[config.mk]
export PLATFORM = sky130hd
export DESIGN_NAME = hue_operand_gen
export DESIGN_NICKNAME = d
export VERILOG_FILES = /design/src/rtl/hue_operand_gen.sv
export SDC_FILE = /design/constraint.sdc
export NUM_CORES = 1
export LEC_CHECK = 0
export ABC_AREA = 1
export BUFFER_PORTS_ARGS = -buffer_cell sky130_fd_sc_hd__buf_2
export CAP_MARGIN = 0
export CORE_MARGIN = 5
export CORE_UTILIZATION = 50
export DETAILED_ROUTE_END_ITERATION = 8
export GPL_ROUTABILITY_DRIVEN = 0
export PLACE_DENSITY = 0.7
export REMOVE_ABC_BUFFERS = 1
export SLEW_MARGIN = 0
export SYNTH_ARGS = -nofsm -noshare
export SYNTH_HDL_FRONTEND = slang
export SYNTH_SLANG_ARGS = --single-unit
export TNS_END_PERCENT = 50
[constraint.sdc]
create_clock -name I_CLK -period 3.4 [get_ports I_CLK]
set_input_delay 0.17 -clock I_CLK [delete_from_list [all_inputs] [get_ports I_CLK]]
set_output_delay 0.17 -clock I_CLK [all_outputs]
set_load 0.02 [all_outputs]
[src/rtl/hue_operand_gen.sv]
// RGB-to-HSV hue operand stage: max/min/chroma, sector pick and divider operands.
// Optional macro HUE_ZERO_DELTA_GUARD_EN: when delta is 0, forces O_B=1 and O_A=0.
module hue_operand_gen #(
  parameter int WIDTH = 8
) (
  input  logic               I_CLK,
  input  logic               I_NRESET,
  input  logic [WIDTH-1:0]   I_R,
  input  logic [WIDTH-1:0]   I_G,
  input  logic [WIDTH-1:0]   I_B_CH,
  input  logic               I_VALID,
  output logic               O_READY,
  output logic [WIDTH+5:0]   O_A,
  output logic [WIDTH-1:0]   O_B,
  output logic [1:0]         O_SECTOR,
  output logic               O_NEG,
  output logic [WIDTH-1:0]   O_V,
  output logic               O_VALID,
  input  logic               I_READY
);

  localparam int A_WIDTH = WIDTH + 6;

  localparam logic [1:0] SEC_R = 2'd0;
  localparam logic [1:0] SEC_G = 2'd1;
  localparam logic [1:0] SEC_B = 2'd2;

  logic               s1_valid;
  logic [WIDTH-1:0]   s1_max;
  logic [WIDTH-1:0]   s1_min;
  logic [1:0]         s1_sector;
  // Two's-complement difference; the msb is the sign.
  logic [WIDTH:0]     s1_diff;

  logic               s1_adv;
  logic               s2_adv;

  logic [WIDTH-1:0]   in_max;
  logic [WIDTH-1:0]   in_min;
  logic [1:0]         in_sector;
  logic [WIDTH:0]     in_diff;

  logic [WIDTH:0]     diff_abs;
  logic [A_WIDTH-1:0] abs_ext;
  logic [A_WIDTH-1:0] num;
  logic [WIDTH-1:0]   delta;
  logic [WIDTH-1:0]   den;

  assign s2_adv  = !O_VALID || I_READY;
  assign s1_adv  = !s1_valid || s2_adv;
  assign O_READY = s1_adv;

  // Ties resolve toward R, then G, so a gray pixel lands in sector 0 with diff 0.
  always_comb begin
    in_max = I_R;
    if (I_G > in_max)    in_max = I_G;
    if (I_B_CH > in_max) in_max = I_B_CH;
    in_min = I_R;
    if (I_G < in_min)    in_min = I_G;
    if (I_B_CH < in_min) in_min = I_B_CH;
    if (in_max == I_R) begin
      in_sector = SEC_R;
      in_diff   = {1'b0, I_G} - {1'b0, I_B_CH};
    end else if (in_max == I_G) begin
      in_sector = SEC_G;
      in_diff   = {1'b0, I_B_CH} - {1'b0, I_R};
    end else begin
      in_sector = SEC_B;
      in_diff   = {1'b0, I_R} - {1'b0, I_G};
    end
  end

  always_ff @(posedge I_CLK or negedge I_NRESET) begin
    if (!I_NRESET) begin
      s1_valid  <= 1'b0;
      s1_max    <= '0;
      s1_min    <= '0;
      s1_sector <= SEC_R;
      s1_diff   <= '0;
    end else if (s1_adv) begin
      s1_valid  <= I_VALID && O_READY;
      s1_max    <= in_max;
      s1_min    <= in_min;
      s1_sector <= in_sector;
      s1_diff   <= in_diff;
    end
  end

  // 60*|diff| built from two shifts so no multiplier is inferred.
  always_comb begin
    diff_abs = s1_diff[WIDTH] ? (~s1_diff + {{WIDTH{1'b0}}, 1'b1}) : s1_diff;
    abs_ext  = {{(A_WIDTH-WIDTH-1){1'b0}}, diff_abs};
    num      = (abs_ext << 6) - (abs_ext << 2);
    delta    = s1_max - s1_min;
    den      = delta;
`ifdef HUE_ZERO_DELTA_GUARD_EN
    if (delta == '0) begin
      den = {{(WIDTH-1){1'b0}}, 1'b1};
      num = '0;
    end
`else
`endif
  end

  always_ff @(posedge I_CLK or negedge I_NRESET) begin
    if (!I_NRESET) begin
      O_VALID  <= 1'b0;
      O_A      <= '0;
      O_B      <= '0;
      O_SECTOR <= SEC_R;
      O_NEG    <= 1'b0;
      O_V      <= '0;
    end else if (s2_adv) begin
      O_VALID  <= s1_valid;
      O_A      <= num;
      O_B      <= den;
      O_SECTOR <= s1_sector;
      O_NEG    <= s1_diff[WIDTH];
      O_V      <= s1_max;
    end
  end

endmodule

### Word-level counts from Yosys, hierarchy flattened

Cells that the tools add are included.

| word-level totals | value |
|---|---|
| flip-flop bits (word level) | 62 |
| bits of input ports | 28 |
| output and inout port bits | 35 |

| operators by class | value |
|---|---|
| add/sub/neg operators | 6 |
| $lt $le $gt $ge | 4 |
| equal/unequal tests | 2 |
| muxes and demuxes | 9 |
| bitwise operators | 1 |
| reductions and logical operators | 5 |

Operators by type and width:

| cell | number |
|---|---|
| $mux 8 | 4 |
| $mux 9 | 3 |
| $sub 8x8->9 | 3 |
| $eq 8x8->1 | 2 |
| $gt 8x8->1 | 2 |
| $lt 8x8->1 | 2 |
| $sub 14x11->14 | 1 |
| $add 9x1->9 const B | 1 |
| $not 9->9 | 1 |
| $sub 8x8->8 | 1 |
| $mux 2 | 2 |
| $logic_not 1->1 | 2 |
| $logic_or 1x1->1 | 2 |
| $logic_and 1x1->1 | 1 |

### Longest topological paths before layout

| logic depth | value |
|---|---|
| depth in word-level cells | 7 |
| depth in mapped cells | 31 |
| depth with buffers taken out | 31 |

### Least setup slack after synthesis

Ideal clock, no wire load.

| path | value |
|---|---|
| kind | input to register |
| start point | in I_G[6] |
| end point | reg s1_min[0] |
| setup time | 0.120 ns |
| arrival time | 3.187 ns |
| data required time | 3.280 ns |
| path slack | 0.093 ns |
| stages | 17 |
| buffers on the path | 1 |
| cells stage by stage | inv_1 -> ha_1 -> nand2_1 -> nand2_2 -> a21oi_4 -> nand3_4 -> nand2_1 -> clkbuf_1 -> nand2_1 -> o21ai_0 -> ha_1 -> a21oi_1 -> nor2_1 -> a211oi_1 -> nand3_1 -> nand3_1 -> nand2_1 |

| on the way | value |
|---|---|
| word-level cells in the longest chain between the ends | 4 |

Ends and longest elaborated chain:

| item | RTL line | text |
|---|---|---|
| from (decl) | 9 | `input logic [WIDTH-1:0] I_G,` |
| $lt 8x8->1 | 59 | `if (I_G < in_min) in_min = I_G;` |
| $mux 8 (*) | 59 |  |
| $lt 8x8->1 | 60 | `if (I_B_CH < in_min) in_min = I_B_CH;` |
| $mux 8 (*) | 60 |  |
| to (signal assigned) | 83 | `s1_min <= in_min;` |
| to (decl) | 30 | `logic [WIDTH-1:0] s1_min;` |

Mark *: on every way between the ends. The rest lies on a longest branch, timed or not.
A chain may end at the register's enable or synchronous reset.

### Worst setup path in the final report

| path | value |
|---|---|
| start point | in I_G[6] |
| end point | reg s1_diff[7] |

| on the way | value |
|---|---|
| word-level cells in the longest chain between the ends | 7 |

Ends and longest elaborated chain:

| item | RTL line | text |
|---|---|---|
| $gt 8x8->1 | 56 | `if (I_G > in_max) in_max = I_G;` |
| $mux 8 | 56 |  |
| $gt 8x8->1 | 57 | `if (I_B_CH > in_max) in_max = I_B_CH;` |
| $mux 8 | 57 |  |
| $eq 8x8->1 | 64 | `end else if (in_max == I_G) begin` |
| $mux 9 | 64 |  |
| $mux 9 (*) | 61 | `if (in_max == I_R) begin` |
| to (signal assigned) | 85 | `s1_diff <= in_diff;` |
| to (decl) | 33 | `logic [WIDTH:0] s1_diff;` |

Marked as above.

==> metrics.md <==
| Metric | Value |
|---|---|
| CTS buffer count | 9 |
| Final core occ | between 60 and 70% |
| Met1 WL | 6470 um |
| Routed length on met3 | 1240 um |
| Initial antenna violation count | 0 |
| Post-synth top area share | ~28% |
| Fin Clk Skew | 5.03 ps |
| Status | finished clean |
| Die area | 13000 um^2 |
| FF/Latch Area | between 1500 and 2000 um^2 |
| VDD IR max | 0.000356 V |
| Fmax | 296 MHz |
| Drt drc | 0 |
| DRT iter0 DRCs | roughly 440 |
| Final nets | between 900 and 1k |
| Drt wl/cell | 15.0 um |
| Type of the tightest min-delay check | in2reg |
| Number of global-route vias before repair | between 5k and 6k |
| Clk root buf | clkbuf_8 |
| CTS tree | done |
| Met2 WL | a little over 7000 um |
| Post-route antenna net violation count | 0 |
| CTS Sinks | 60 |
| CTS max path bufs | 2 |
| Sequential area share after synthesis | 27.8% |
| Yosys warns | 0 |
| Slew HR | 29.9% |
| Final Hold Viols | 0 |
| Power Density | 543 nW/um^2 |
| Starting density of the core | between 50% and 60% |
| Die Width | roughly 110 um |
| Slew Limit Fails | 0 |
| First-pass iteration count of the detailed router | 5 |
| Via count | 5616 |
| WHS | 45.9 ps |
| Worst Setup Path Type | in2reg |
| Synth Register Bits | 60 |
| Worst path required time | 3620 ps |
| Post-synthesis async set-or-reset flop share | 100% |
| Largest net degree at the start of global routing | slightly above 50 |
| GR Overflow Total | 0 |
| Synthesized area | 5400 um^2 |
| Worst skew pair latency | about 330 ps |
| Crit end category | flop |
| Critical Path Source Type | input port |
| Worst-Margin Slew | 1050 ps |
| Top-count cell post-synth | nand2_1 |
| Main flop type after synthesis | dfrtp_1 |
| Vias per inst | 5.42 |
| DR top layer | met4 |
| Port bufs | 60 |
| Post-DP HPWL | 12200 um |
| Layout cell share with drive strength beyond 1 | between 20% and 30% |
| Total Wirelength | 15600 um |
| Clock transition at the registers of the reported paths | 60 ps |
| DIE HEIGHT | 114 um |
| Post-synth top area cell | dfrtp_1 |
| Post-synth top cells | nand2_1 (224), inv_1 (111), nand3_1 (75) |
| CP Data Arrival Time | 3600 ps |
| Final worst-path cycle share | 99.4% |
| Multi-input gate area | 3620 um^2 |
| Cells after Synth | 776 |
| Top cells by area, synth | dfrtp_1 (28%), nand2_1 (16%), ha_1 (12%) |
| Final setup fails | 0 |
| Cell leakage power | 3.66 nW |
| Row cnt | 38 |
| EDFF count, synth | 0 |
| IO Count | 63 |
| Global-route wire length before repair | 24600 um |
| Fillcell total | 970 |
| Tmin final | roughly 3400 ps |
| Critical path peak fanout | 9 |
| GRT Total Usage | 23.5% |
| Core outline area | around 11000 um^2 |
| Synth-to-layout area growth | 23.0% |
| Inserted Diodes | 0 |
| H-tree Lvls | 3 |
| Synthesized area per cell | 6.95 um^2 |
| Synth cell types | 40 |
| Total of max-cap violations | 0 |
worst paths after layout:
path                            start          to  slack [ps]  depth (start not counted)
max                            I_G[6]  s1_diff[7]          20                         24
min                           I_VALID    s1_valid          50                          2
max reg2reg                s1_diff[0]     O_A[13]         400                         19
min reg2reg                  s1_valid     O_VALID         450                          2
max in group asynchronous    I_NRESET      O_B[5]        2080                          3
min in group asynchronous    I_NRESET      O_B[4]         500                          2
per-layer routing:
layer | global-route usage, % | vias to the layer above
met3 | 4.51 | 58
met1 | 29.5 | 2559
met5 | 0 | -
met4 | 11.3 | 0
met2 | 38.8 | 236
li1 | - | 2763
critical path: stages:
cell      delay, ps
buf_2            90
inv_1            70
ha_4            290
nand2_2          70
nor2_4          200
nand2_4         100
buf_4           170
nand4_1         150
nand2_2         100
ha_4            270
nand2_1          80
nor2_2          210
nand4_1         260
a21boi_4        230
buf_12          150
nand2_2          80
nand2_2          80
nand2_1          80
nand4_1         140
nor2_4          200
buf_4           170
nand3b_1         80
nand3_1         100
a21oi_1          60
power breakdown:
part	internal, mW	switching, mW
Sequential	0.935	0.120
Combinational	0.770	1.25
Clock	0.272	0.257
Total	1.98	1.63
sequential cells by signal, summed over array words and instances, names as in the netlist:
signal / flops
O_A: 12
O_B: 8
O_NEG: 1
O_SECTOR: 2
O_V: 8
O_VALID: 1
s1_diff: 9
s1_max: 8
s1_min: 8
s1_sector: 2
s1_valid: 1
through the flow:
| stage | area, um^2 | power (mW) | setup WS, ps | cells | TNS (ps) |
|---|---|---|---|---|---|
| after global routing | 6640 | 3.91 | -80.6 | 1037 | -589 |
| after global placement | 6220 | 2.92 | -200 | 1016 | -2060 |
| final | 6640 | 3.60 | 19.1 | 1037 | 0 |
| after floorplan | 5330 | 2.39 | -815 | 762 | -18990 |
| after CTS | 6390 | 3.54 | 47.5 | 1031 | 0 |
| after detailed placement | 6220 | 2.98 | -408 | 1016 | -4180 |
final cells by class:
cell class	instances	area share [%]
Sequential cell	60	22.6
Clock inverter	3	0.226
Multi-Input combinational cell	593	54.6
Timing Repair Buffer	118	11.5
Clock buffer	11	2.13
Tap cell	140	2.64
Inverter	112	6.34
cells by family after synthesis:
logic type	count (synthesis)	share of synthesized area, %
other	1	0.0695
and+or+nand+nor	391	33.1
buffers and inverters	127	9.13
adders and majority gates	57	13.8
DFF	60	27.8
AOI/OAI and AO/OA	109	11.1
xor gates and xnor gates	31	5.03
layout by cell type, fill, tap and decap left out, types with 3 or more instances in the layout:
master      n
nand2_4     6
ha_4        7
nand3_4     4
ha_1       46
buf_4      53
nor2_2      3
a31oi_1     7
nor2_1     31
nor2_4      7
dfrtp_1    60
buf_6       3
fa_1        4
o21ai_0    49
nand3b_1    3
a21oi_1    37
inv_1     111
clkinv_2    3
xor2_1     23
nand3_2     5
buf_2      60
or2_2       6
nand4_1    15
nand2_2    24
nand3_1    74
xnor2_1     7
clkbuf_8   10
nand2_1   213
repair_timing:
action                                  in CTS  in global routing
setup buffers                                0                  3
endpoints found under the hold margin       37                  0
gates cloned                                 0                  3
resized for setup                            1                 34
endpoints found under the setup margin       8                 12
hold buffers                                 1                  0
pin swaps                                    0                 14
Power figures use the tool's default switching activity.
